[src/rtl/dec_bin_pkg.sv]
// Shared definitions for the decimal <-> binary converter family.
//   N_DIG   : number of packed BCD digits handled by the wide converter
//   BIN_W   : binary result width, enough for 10^N_DIG - 1
//   DI_W    : width of the packed BCD input word
//   state_t : converter FSM encoding (code 2'd3 is unused and returns to IDLE)
//   digit_invalid() : flags a BCD nibble outside 0..9
package dec_bin_pkg;

  localparam int N_DIG = 8;
  localparam int BIN_W = 27;
  localparam int DI_W  = 4 * N_DIG;

  typedef enum logic [1:0] {
    IDLE = 2'd0,
    RUN  = 2'd1,
    DONE = 2'd2
  } state_t;

  function automatic logic digit_invalid(input logic [3:0] digit);
    return digit > 4'd9;
  endfunction

endpackage

[src/rtl/bcd_mac10.sv]
// Combinational decimal multiply-accumulate step: result = acc*10 + digit.
// Ports:
//   acc     in  BIN_W  running binary value
//   digit   in  4      next BCD digit (most significant first)
//   result  out BIN_W  acc*10 + digit
//   invalid out 1      digit is not a legal BCD code (> 9)
// The caller guarantees acc*10 + 9 fits in BIN_W, so no carry-out is kept.
module bcd_mac10
  import dec_bin_pkg::*;
(
  input  logic [BIN_W-1:0] acc,
  input  logic [3:0]       digit,
  output logic [BIN_W-1:0] result,
  output logic             invalid
);

  // x10 as shift-and-add: 8x + 2x.
  assign result  = (acc << 3) + (acc << 1) + BIN_W'(digit);
  assign invalid = digit_invalid(digit);

endmodule

[src/rtl/dec8_to_bin27.sv]
// Sequential 8-digit packed-BCD to 27-bit binary converter.
// One digit is folded in per clock (MSD first); a conversion takes
// start + 8 accumulate cycles + 1 result cycle, so ok rises 9 cycles after
// the st sample and a new st can be taken during the ok cycle.
// Ports:
//   clk   in  1   system clock, rising edge
//   rst_n in  1   asynchronous active-low reset
//   st    in  1   start request, only honoured in IDLE
//   DI    in  32  packed BCD, DI[31:28] is the most significant digit
//   BIN   out 27  converted value, held until the next completion
//   ok    out 1   one-cycle completion strobe
//   err   out 1   some captured digit was > 9 (BIN forced to 0), held with BIN
//   busy  out 1   conversion in progress
module dec8_to_bin27
  import dec_bin_pkg::*;
(
  input  logic             clk,
  input  logic             rst_n,
  input  logic             st,
  input  logic [DI_W-1:0]  DI,
  output logic [BIN_W-1:0] BIN,
  output logic             ok,
  output logic             err,
  output logic             busy
);

  state_t            state_reg;
  state_t            state_next;

  logic [2:0]        cnt_reg;
  logic [DI_W-1:0]   dsh_reg;
  logic [BIN_W-1:0]  acc_reg;
  logic              bad_reg;

  logic [BIN_W-1:0]  bin_reg;
  logic              ok_reg;
  logic              err_reg;
  logic              busy_reg;

  // FSM-decoded controls
  logic              load_start;
  logic              run_step;
  logic              finish;

  logic [BIN_W-1:0]  mac_result;
  logic              mac_invalid;

  bcd_mac10 u_mac (
    .acc     (acc_reg),
    .digit   (dsh_reg[DI_W-1 -: 4]),
    .result  (mac_result),
    .invalid (mac_invalid)
  );

  // State register
  always_ff @(posedge clk or negedge rst_n) begin
    if (!rst_n) begin
      state_reg <= IDLE;
    end else begin
      state_reg <= state_next;
    end
  end

  // Next-state logic
  always_comb begin
    state_next = state_reg;
    case (state_reg)
      IDLE:    if (st) state_next = RUN;
      RUN:     if (cnt_reg == 3'(N_DIG - 1)) state_next = DONE;
      DONE:    state_next = IDLE;
      default: state_next = IDLE;
    endcase
  end

  // Output / control decode
  always_comb begin
    load_start = 1'b0;
    run_step   = 1'b0;
    finish     = 1'b0;
    case (state_reg)
      IDLE:    load_start = st;
      RUN:     run_step   = 1'b1;
      DONE:    finish     = 1'b1;
      default: ;
    endcase
  end

  // Datapath: shadow shift register, accumulator, digit counter, error sticky
  always_ff @(posedge clk or negedge rst_n) begin
    if (!rst_n) begin
      dsh_reg <= '0;
      acc_reg <= '0;
      cnt_reg <= '0;
      bad_reg <= 1'b0;
    end else if (load_start) begin
      dsh_reg <= DI;
      acc_reg <= '0;
      cnt_reg <= '0;
      bad_reg <= 1'b0;
    end else if (run_step) begin
      acc_reg <= mac_result;
      dsh_reg <= dsh_reg << 4;
      bad_reg <= bad_reg | mac_invalid;
      cnt_reg <= cnt_reg + 3'd1;
    end
  end

  // Output registers. busy follows the next state so it rises with the
  // start edge and drops on the edge that raises ok.
  always_ff @(posedge clk or negedge rst_n) begin
    if (!rst_n) begin
      bin_reg  <= '0;
      ok_reg   <= 1'b0;
      err_reg  <= 1'b0;
      busy_reg <= 1'b0;
    end else begin
      ok_reg   <= finish;
      busy_reg <= (state_next != IDLE);
      if (finish) begin
        bin_reg <= bad_reg ? '0 : acc_reg;
        err_reg <= bad_reg;
      end
    end
  end

  assign BIN  = bin_reg;
  assign ok   = ok_reg;
  assign err  = err_reg;
  assign busy = busy_reg;

endmodule

[config.mk]
export PLATFORM = sky130hd
export DESIGN_NAME = dec8_to_bin27
export DESIGN_NICKNAME = d
export VERILOG_FILES = /design/src/rtl/dec_bin_pkg.sv /design/src/rtl/bcd_mac10.sv /design/src/rtl/dec8_to_bin27.sv
export SDC_FILE = /design/constraint.sdc
export NUM_CORES = 1
export LEC_CHECK = 0
export CAP_MARGIN = 40
export CELL_PAD_IN_SITES_DETAIL_PLACEMENT = 1
export CELL_PAD_IN_SITES_GLOBAL_PLACEMENT = 2
export CORE_MARGIN = 4
export CORE_UTILIZATION = 35
export DETAILED_ROUTE_END_ITERATION = 6
export DONT_BUFFER_PORTS = 1
export HOLD_SLACK_MARGIN = 0.12
export PLACE_DENSITY = 0.71
export SLEW_MARGIN = 20
export SYNTH_ARGS = -nofsm -noshare
export SYNTH_HDL_FRONTEND = slang
export SYNTH_SLANG_ARGS = --single-unit
[constraint.sdc]
create_clock -name clk -period 3.67 [get_ports clk]
set_input_delay 0.367 -clock clk [delete_from_list [all_inputs] [get_ports clk]]
set_output_delay 0.367 -clock clk [all_outputs]
set_load 0.01 [all_outputs]
-- Yosys cells after proc, flatten, opt, wreduce, memory -nomap -nowiden
Index checks and enable logic that the tools add are counted.
- divide/modulo/power cells: 0
- multiplexer cells: 15
- reductions and logical operators: 3
- multipliers: 0
- add/subtract/negate cells: 3
- bitwise operators: 1
- $lt $le $gt $ge: 1
- equal/unequal tests: 3
- shift-type cells: 0
- operators by type and width (kind ; number):
    two-way mux 27 bit ; 3
    two-way mux 32 bit ; 2
    adder 27 bit ; 1
    adder 27 x 4 -> 27 bit ; 1
    two-way mux 3 bit ; 2
    two-way mux 1 bit ; 5
    greater-than comparator 4 bit, second input constant ; 1
    two-way mux 2 bit ; 2
    one-hot mux 2 bit (2 select lines) ; 1
    nonzero test 2 bit ; 2
    adder 3 x 1 -> 3 bit, second input constant ; 1
    == test 3 bit, second input constant ; 1
    == test 2 x 1 -> 1 bit, second input constant ; 1
    == test 2 bit, second input constant ; 1
    zero test 2 bit ; 1
    OR 1 bit ; 1
- bits in read-only memories: 0
- output and inout bits: 30
- logic and storage cells: 35
- RAM bits: 0
- latch bits: 0
- flip-flop bits (word level): 95
- memories: 0

-- Logic depth before layout (Yosys ltp)
Gate-level depths: netlist of run 1.
- word-level depth: 4
- gate-level depth with buffers: 11
- depth with buffers taken out: 11

-- Modules after synthesis
From an unflattened synthesis of run 1, not the netlist that was laid out.
- cells, all modules: 558
- area total of the unflattened synthesis: 5496.5 um^2
- by module, submodules not included (module ; area an instance (um^2) ; instances ; seq. area each (um^2) ; cells each):
    dec8_to_bin27 ; 3778.6 ; 1 ; 2377.3 ; 342
    bcd_mac10 ; 1717.9 ; 1 ; 0.0 ; 216

-- Worst setup path after synthesis of run 1
Ideal clock, no wire load.
- path type: register to register
- start: register dsh_reg[31]
- end: register acc_reg[24]
- clock period less this slack: 2789 ps
- arrival: 2661 ps
- stages on the path, launching flop included: 11
- path buffers: 0
- setup time: 128 ps
- required time: 3542 ps
- path slack: 881 ps
- cells stage by stage: dfrtp_1 -> inv_1 -> fa_1 -> fa_1 -> nand2b_1 -> a21o_1 -> a211o_1 -> and3_1 -> o31a_1 -> xor2_1 -> o21ai_1
- cells in the longest elaborated chain, start to end: 3
- RTL lines (item ; line ; RTL):
    start: declaration ; dec8_to_bin27.sv:31 ; logic [DI_W-1:0] dsh_reg;
    start signal: assignment ; dec8_to_bin27.sv:102 ; dsh_reg <= dsh_reg << 4;
    adder 27 x 4 -> 27 bit ; bcd_mac10.sv:18 ; assign result = (acc << 3) + (acc << 1) + BIN_W'(digit);
    two-way mux 27 bit ; dec8_to_bin27.sv:100 ; end else if (run_step) begin
    two-way mux 27 bit ; dec8_to_bin27.sv:95 ; end else if (load_start) begin
    end signal: assignment ; dec8_to_bin27.sv:101 ; acc_reg <= mac_result;
    end: declaration ; dec8_to_bin27.sv:32 ; logic [BIN_W-1:0] acc_reg;
No other way between the ends. The select of a mux whose other input is x is not followed.
A chain may end at the register's enable or synchronous reset.

-- Worst setup path after layout of run 1
Same ends and word-level chain as after synthesis.

==> results.yml, run 1 <==
synthesis:
  ys_seq_elements: 95
  syn_inst: 574
  ys_types: 50
  yosysWarnings: 0
  synth.net_count: 661
  synth-main-ff-cell: "dfrtp_1"
  syn_area_per_cell_um2: 9.399
  synth_edf_count: 0
  syn_area_um2: 5395
  async_flop_share_pct: 100.0
  yosysSeqAreaShare_pct: 44.06
clocking:
  post_cts_buffers: 0
  cts_buffers: 9
  worstSkewPairLatency_ns: 0.35
  ctsResizeCount: 0
  tritoncts: "yes"
  cts_sinks: 95
  ctsHoldBuffers: 2
  ctsHtreeMaxLevel: 3
  clk_pin_slew_ns: 0.07
  clock_path_buffers: 2
  root_buffer: "clkbuf_16"
setup_path:
  crit_buf_inv: 1
  r2r-start: "dsh_reg[31]$_DFFE_PN0P_"
  crit_top_cell: "fa_1"
  crit_chain: "inv_1, fa_1, fa_1, nand2b_1, a21o_1, a211o_1, and3_1, o31a_1, xor2_1, o21ai_1"
  arrival_ns: 3.28
  startpoint: "dsh_reg[31]$_DFFE_PN0P_"
  cp_top_family: "adder cells"
  worstSetupPathType: "reg -> reg"
  critPathMaxFanout: 4
  critPathMaxStageDelay_ns: 0.53
  cp-start-kind: "flip-flop"
  crit_required_ns: 3.95
  slowest_stage: "fa_1"
  worstSetupEndpointType: "flip-flop"
grt:
  antenna_found_initial: 0
  track_usage_pct: 16.54
  grt_max_degree: 96
  grt_pass1_vias: 4396
  overflow: 0
  grt_pass1_wl_um: 23420
routing:
  vias: 4094
  wl_per_cell_um: 18.24
  finalWirelength_um: 13760
  dr.pass1.iters: 4
  drt_iter0_markers: 207
  post-route-drc-count: 0
  final_antenna_net_count: 0
  viasPerCell: 5.430
timing:
  rsz0062_at_grt: "no"
  hold_viol_final: 0
  setup_viol: 0
  layout_min_cycle_time_ns: 3.006
  relSlewSlack_pct: 47.06
  worst_slew_pin_slew_ns: 0.7919
  fin_skew_ns: 0.007108
  setup_tns_ns: 0
  slew_viol_final: 0
  fin_crit_sh_pct: 81.91
  fmax_ghz: 0.3327
placed_design:
  place_inst: 735
  dp_hpwl_um: 9807
  placed_area_um2: 5540
  gp_congestion: 0.7848
  portBuffers: 0
pwr:
  power_frac_comb_pct: 55.8
  ir_drop_mv: 0.3491
  p_leak_nw: 2.619
  seqPwrFrac_pct: 29.1
  pwr-share-clk_pct: 15.2
  power.density_nw_per_um2: 1121
  netSwitchingPower_mw: 3.032
  swShare_pct: 45.82
  internal_power_mw: 3.586
hold_path:
  hold_path_class: "in -> reg"
  min_from: "DI[1]"
layout:
  utilization_pct: 38.98
  instances_no_fill: 754
  layout-drive-gt1-share_pct: 5.830
  final_cell_area_um2: 5904
  largest_reg_flops: 32
  nFillCells: 1728
  antenna_cells: 0
  layout.nets: 648
  area_growth_pct: 9.439
floorplan:
  die_y_um: 132.2
  boundaryPins: 65
  fp.coreArea_um2: 15150
  rows: 45
  start_util_pct: 35.62
  die_w_um: 132.2
  die-area_um2: 17460
run_status:
  status: "complete, no violations"
run:
  max_cap_violations: 0
[through the flow]
step / power (mW) / hold WS (ns) / setup WS [ns]
after floorplan: 4.725 / 0.07141 / 0.8812
after global placement: 5.494 / 0.07582 / 0.7621
after detailed placement: 5.617 / 0.07529 / 0.6741
after CTS: 6.695 / 0.1328 / 0.6498
after global routing: 7.346 / 0.1255 / 0.4389
final: 6.619 / 0.1388 / 0.6639
[routing by layer]
metal,track usage (%),part of all wire [%],wire (um)
met1,23.07,49,6725
met4,4.784,1.3,183
met3,3.282,3.5,479
met2,26.14,46,6366
met5,0,0,0
[cells in the mapped netlist (3+ instances only)]
cell	count	share of area, %
and3_1	3	0.35
ha_1	50	12
nand4_1	3	0.35
inv_1	13	0.90
o21ai_0	83	7.7
nand3_1	6	0.56
dfrtp_1	95	44
nor2_1	13	0.90
o31ai_1	4	0.56
xnor2_1	11	1.8
o21ai_1	4	0.37
a31oi_1	4	0.46
a21oi_1	30	2.8
o21bai_1	3	0.42
o21a_1	4	0.56
a22oi_1	27	3.8
nand2b_1	30	3.5
nor3_1	3	0.28
nand2_1	101	7.0
a22o_1	10	1.6
a21o_1	6	0.83
clkbuf_1	26	1.8
xor2_1	10	1.6
[power groups by stage]
| stage | Combinational, mW | Sequential [mW] | Clock [mW] |
|---|---|---|---|
| global route | 4.27 | 1.99 | 1.08 |
| floorplan | 2.96 | 1.77 | 0 |
| global placement | 3.54 | 1.96 | 0 |
| CTS | 3.71 | 1.96 | 1.03 |
| detailed placement | 3.65 | 1.97 | 0 |
| finish | 3.69 | 1.92 | 1.00 |
[path summary, 6_finish.rpt]
check | endpoint | slack (ns) | cells after the start
max in group asynchronous | dsh_reg[29]$_DFFE_PN0P_ | 2.62 | 2
min in group asynchronous | acc_reg[20]$_DFFE_PN0P_ | 0.65 | 2
min | dsh_reg[1]$_DFFE_PN0P_ | 0.14 | 1
max | acc_reg[24]$_DFFE_PN0P_ | 0.66 | 10
max reg2reg | acc_reg[24]$_DFFE_PN0P_ | 0.66 | 10
min reg2reg | dsh_reg[20]$_DFFE_PN0P_ | 0.48 | 2
[layout make-up]
class	count	area [um2]	area share (%)
multi-input combinational	433	2821	47.79
sequential	95	2377	40.26
clock buffer	10	239.0	4.047
tap	188	235.2	3.984
timing repair buffer	9	110.1	1.865
clock inverter	6	72.57	1.229
inverter	13	48.80	0.8264
[layout by cell type (no fill, tap or decap), types with 4 or more instances in the layout]
cell type  count
nand2b_1      29
o31ai_1        4
inv_6          4
xnor2_1       11
o21ai_1        4
buf_4          5
clkbuf_16      9
dfrtp_1       95
ha_1          50
nand2_1      101
xor2_1        10
nor2_1        13
a22o_1        10
a22oi_1       27
nand3_1        6
a21oi_1       30
o21a_1         4
a21o_1         6
o21ai_0       83
inv_1         13
a31oi_1        4
[cell families (layout without fill, tap and decap cells)]
| logic type | after synthesis | count (layout) | synth area share (%) |
|---|---|---|---|
| compound gates | 193 | 193 | 22.12 |
| simple gates | 166 | 166 | 13.96 |
| flops | 95 | 95 | 44.06 |
| fa+ha+maj | 52 | 52 | 12.34 |
| buf+inv | 46 | 38 | 3.896 |
| xor+xnor | 21 | 21 | 3.409 |
| mux | 1 | 1 | 0.2087 |
(Power assumes the default switching activity.)
==> inputs of run 2 (changes only) <==
- clock period: 3.67 -> 2.97 ns (I/O delays scaled with it)
==> results.yml, run 2 (synthesized netlist as in run 1, its figures left out) <==
setup_path:
  ff2ff_setup_slack_ns: 0.12
  slowest_stage: "fa_1"
  critPathMaxFanout: 3
  worstSetupEndpointType: "flip-flop"
  arrival_ns: 3.06
  crit_chain: "inv_1, fa_1, fa_2, nand2b_4, a21o_1, a211o_1, and3_1, o31a_1, xor2_1, o21ai_1"
  crit_required_ns: 3.19
  critPathMaxStageDelay_ns: 0.53
  worstSetupPathType: "reg -> reg"
  cp-start-kind: "flip-flop"
  reg2regPathDepth: 10
routing:
  finalWirelength_um: 13850
  final_antenna_net_count: 0
  vias: 4151
  drt_iter0_markers: 219
  dr.pass1.iters: 6
  wl_per_cell_um: 18.13
  post-route-drc-count: 0
  viasPerCell: 5.433
clocking:
  clock_path_buffers: 2
  cts_sinks: 95
  clk_pin_slew_ns: 0.07
  tritoncts: "yes"
  root_buffer: "clkbuf_16"
  worstSkewPairLatency_ns: 0.35
  ctsHtreeMaxLevel: 3
  cts_buffers: 9
layout:
  layout.nets: 659
  layout_common_cells: "101 x nand2_1, 94 x dfrtp_1, 82 x o21ai_0, 49 x ha_1, 30 x a21oi_1"
  final_cell_area_um2: 5991
  final_common_cell: "nand2_1"
  largest_reg_flops: 32
  layout-drive-gt1-share_pct: 7.986
  area_growth_pct: 11.04
  nFillCells: 1709
  antenna_cells: 0
grt:
  track_usage_pct: 16.54
  grt_pass1_wl_um: 23610
  grt_util_met2_pct: 25.83
  grt_util_met3_pct: 2.977
  global_route.usage.met1_pct: 22.87
  overflow: 0
  antenna_found_initial: 0
  grt_pass1_vias: 4478
  grt_max_degree: 96
  busiest_layer: "met2"
timing:
  hold_viol_final: 0
  setup_tns_ns: 0
  fin_skew_ns: 0.007487
  slew_viol_final: 0
  setup_viol: 0
  setup_slack_ns: 0.1228
  layout_min_cycle_time_ns: 2.847
  worst_slew_pin_slew_ns: 0.5745
  fin_crit_sh_pct: 95.87
  rsz0062_at_grt: "no"
  relSlewSlack_pct: 61.70
  fmax_ghz: 0.3512
placed_design:
  gp_congestion: 0.8022
  portBuffers: 0
  placed_area_um2: 5600
  dp_hpwl_um: 9947
  dpl_worst_slack_ns: 0.01095
floorplan:
  start_util_pct: 35.62
  fp.coreArea_um2: 15150
  die_y_um: 132.2
  boundaryPins: 65
  die-area_um2: 17460
  rows: 45
  die_w_um: 132.2
hold_path:
  holdPathStages: 2
  hold_path_class: "in -> reg"
pwr:
  finalPower_mw: 8.223
  p_leak_nw: 2.664
  ir_drop_mv: 0.4790
  power.density_nw_per_um2: 1373
run:
  max_cap_violations: 0
run_status:
  status: "complete, no violations"
[run 2: changes by cell type in the layout (fill, tap and decap cells not counted), sizes merged]
cell	before	now
buf	8	15
bufinv	1	0
clkinv	0	2
dlygate4sd3	1	5
inv	17	15
[run 2: layer usage]
| metal | share of wire (%) | up-vias |
|---|---|---|
| li1 | - | 2026 |
| met1 | 49 | 2040 |
| met2 | 45 | 72 |
| met3 | 3.2 | 13 |
| met4 | 2.2 | 0 |
| met5 | 0 | - |
[run 2: cell type report]
class	instances	area [um2]	area share, %
sequential	95	2379	39.70
clock buffer	10	239.0	3.989
inverter	13	48.80	0.8145
multi-input combinational	433	2844	47.47
tap	188	235.2	3.926
timing repair buffer	20	202.7	3.383
clock inverter	5	42.54	0.7101
[run 2: stage by stage]
step,hold slack (ns),utilization [%],instances
2_1_floorplan,0.001409,-,574
6_report,0.1490,39.55,764
3_3_place_gp,0.005575,36.75,740
3_5_place_dp,0.006120,36.98,742
4_1_cts,0.1379,39.36,763
5_1_grt,0.1484,39.55,764
[run 2: power by group]
group | internal (mW) | total (mW) | switching [mW]
combinational | 1.99 | 4.75 | 2.76
clock | 0.596 | 1.13 | 0.533
sequential | 1.83 | 2.35 | 0.516
total | 4.42 | 8.22 | 3.81
[run 2: final timing paths]
path / startpoint / endpoint
worst max-delay path: acc_reg[0]$_DFFE_PN0P_ / acc_reg[24]$_DFFE_PN0P_
worst min-delay path: DI[8] / dsh_reg[8]$_DFFE_PN0P_
worst max register to register: acc_reg[0]$_DFFE_PN0P_ / acc_reg[24]$_DFFE_PN0P_
worst min register to register: dsh_reg[18]$_DFFE_PN0P_ / dsh_reg[18]$_DFFE_PN0P_
max in group asynchronous: rst_n / acc_reg[1]$_DFFE_PN0P_
min in group asynchronous: rst_n / BIN[16]$_DFFE_PN0P_
[run 2: worst max-delay path: cells and delay by family, from the launching register on]
family / cells / cell delay, ns
adder cells (fa/ha/maj): 2 / 0.95
XOR/XNOR: 1 / 0.14
flip-flops: 1 / 0.35
AO/OA/AOI/OAI: 4 / 0.83
AND/OR/NAND/NOR: 2 / 0.36
buffers and inverters: 1 / 0.07
[run 2: what timing repair did]
item | 4_1_cts | 5_1_grt
resized for setup | 1 | 7
setup buffers | 0 | 1
setup endpoints to repair | 1 | 9
endpoints found under the hold margin | 99 | 0
pin swaps | 1 | 1
hold buffers | 6 | 0
cloned | 0 | 0
==> inputs of run 3 (changes only) <==
- CORE_MARGIN: 4 -> 5
- PLACE_DENSITY: 0.71 -> 0.7
- SYNTH_HIERARCHICAL: default -> 1
==> results.yml, run 3 <==
run_status:
  status: "complete, no violations"
synthesis:
  synth_common_cells: "95 x dfrtp_1, 51 x a21oi_1, 50 x ha_1"
  yosysSeqAreaShare_pct: 43.25
  async_flop_share_pct: 100.0
  ys_types: 54
  synth-main-ff-cell: "dfrtp_1"
  synth.largest_area_cell: "dfrtp_1"
  post-synth-top-count-cell: "dfrtp_1"
  syn_area_um2: 5497
  syn_inst: 558
  synth.net_count: 645
  synth_edf_count: 0
  yosysWarnings: 6
  ys_seq_elements: 95
  synth.area.top_cells: "dfrtp_1 43%, ha_1 11%, a22o_1 5.3%, a21oi_1 4.6%, nand2b_1 3.8%"
  synth_top_area_share_pct: 43.25
  syn_area_per_cell_um2: 9.850
clocking:
  worstSkewPairLatency_ns: 0.35
  cts_buffers: 9
  cts_sinks: 95
  clock_path_buffers: 2
  root_buffer: "clkbuf_16"
  post_cts_buffers: 0
  ctsHtreeMaxLevel: 3
  tritoncts: "yes"
  clk_pin_slew_ns: 0.07
floorplan:
  fp.coreArea_um2: 15310
  boundaryPins: 65
  die-area_um2: 18310
  die_w_um: 135.3
  die_y_um: 135.3
  rows: 45
  start_util_pct: 35.89
timing:
  relSlewSlack_pct: 47.48
  hold_viol_final: 0
  layout_min_cycle_time_ns: 2.846
  setup_slack_ns: 0.1236
  fin_crit_sh_pct: 95.84
  fmax_ghz: 0.3513
  setup_viol: 0
  setup_tns_ns: 0
  fin_skew_ns: 0.008447
  slew_viol_final: 0
  worst_slew_pin_slew_ns: 0.7878
  holdWs_ns: 0.1611
setup_path:
  critPathMaxFanout: 4
  arrival_ns: 3.09
  worstSetupPathType: "reg -> reg"
  worstSetupEndpointType: "flip-flop"
  cp-start-kind: "flip-flop"
  crit_required_ns: 3.21
run:
  max_cap_violations: 0
hold_path:
  hold_path_class: "in -> reg"
pwr:
  internal_power_mw: 5.052
  finalPower_mw: 9.091
  power_frac_comb_pct: 60.2
  ir_drop_mv: 0.4471
  power.density_nw_per_um2: 1501
  netSwitchingPower_mw: 4.039
  swShare_pct: 44.43
  seqPwrFrac_pct: 26.5
  pwr-share-clk_pct: 13.3
  p_leak_nw: 2.682
grt:
  grt_pass1_vias: 4314
  overflow: 0
  track_usage_pct: 15.79
  grt_pass1_wl_um: 23240
  antenna_found_initial: 0
  grt_max_degree: 96
layout:
  layout.nets: 636
  largest_reg_flops: 32
  antenna_cells: 0
  register_area_um2: 2377
  area_growth_pct: 10.22
  nFillCells: 1743
  layout_common_cells: "95 x dfrtp_1, 50 x a21oi_1, 50 x ha_1, 43 x nor2_1, 39 x nand2_1"
  layout-drive-gt1-share_pct: 9.386
  final_common_cell: "dfrtp_1"
  multi_input_area_um2: 2890
placed_design:
  gp_congestion: 0.7979
  portBuffers: 0
  dpl_worst_slack_ns: -0.006407
  dp_hpwl_um: 9852
routing:
  final_antenna_net_count: 0
  dr.pass1.iters: 4
  drt_iter0_markers: 179
  viasPerCell: 5.344
  vias: 4088
  finalWirelength_um: 14050
  wl_per_cell_um: 18.37
  post-route-drc-count: 0
## run 3: power groups by stage
| stage | Combinational [mW] | Sequential (mW) | Clock, mW |
|---|---|---|---|
| detailed placement | 5.29 | 2.47 | 0 |
| CTS | 5.39 | 2.45 | 1.25 |
| floorplan | 4.43 | 2.25 | 0 |
| finish | 5.47 | 2.41 | 1.20 |
| global placement | 5.15 | 2.45 | 0 |
| global route | 6.14 | 2.50 | 1.31 |
## run 3: cell families after synthesis
kind of cell	share of synthesized area [%]
AOI/OAI and AO/OA	22.44
and+or+nand+nor	13.36
DFF	43.25
buffers and inverters	5.122
adders and majority gates	12.11
xor gates and xnor gates	3.505
muxes	0.2049
## run 3: timing repair
item	in CTS	in global routing
hold endpoints to repair	99	0
gates resized for setup	2	9
hold buffers	6	0
endpoints found under the setup margin	4	8
pin swaps	0	6
## run 3: worst paths after layout
kind                                   startpoint                       to  slack, ns  depth (start not counted)
hold / removal                             DI[19]  dsh_reg[19]$_DFFE_PN0P_       0.16                          2
hold reg to reg            cnt_reg[0]$_DFFE_PN0P_   cnt_reg[0]$_DFFE_PN0P_       0.49                          1
setup / recovery           acc_reg[2]$_DFFE_PN0P_  acc_reg[18]$_DFFE_PN0P_       0.12                         11
setup reg to reg           acc_reg[2]$_DFFE_PN0P_  acc_reg[18]$_DFFE_PN0P_       0.12                         11
min in group asynchronous                   rst_n  acc_reg[19]$_DFFE_PN0P_       0.55                          2
max in group asynchronous                   rst_n       BIN[9]$_DFFE_PN0P_       2.04                          2
## run 3: metal layers
| metal | global-route usage (%) | share of wire (%) |
|---|---|---|
| met5 | 0 | 0 |
| met4 | 4.647 | 1.8 |
| met3 | 3.455 | 3.9 |
| met2 | 24.12 | 46 |
| met1 | 22.48 | 49 |
## run 3: area by class of cell
type	count	area share, %
inverter	17	1.053
clock inverter	5	1.053
clock buffer	11	4.007
sequential	95	39.24
multi-input combinational	410	47.71
tap	211	4.358
timing repair buffer	16	2.582
## run 3: critical path, cell delays in order (launching register included)
cell and delay (ns):
dfrtp_1 0.36, inv_1 0.06, fa_1 0.52, fa_2 0.45
nor2b_4 0.13, o31a_4 0.16, nor3_4 0.05, o31a_4 0.38
o21ai_4 0.20, or4_1 0.14, nand3_1 0.08, a22o_1 0.20
## run 3: stage by stage
step,util (%),std cells,cell area [um2]
global route,39.56,765,6058
finish,39.56,765,6058
detailed placement,36.67,742,5615
floorplan,-,558,5497
global placement,36.67,742,5615
CTS,39.22,764,6007
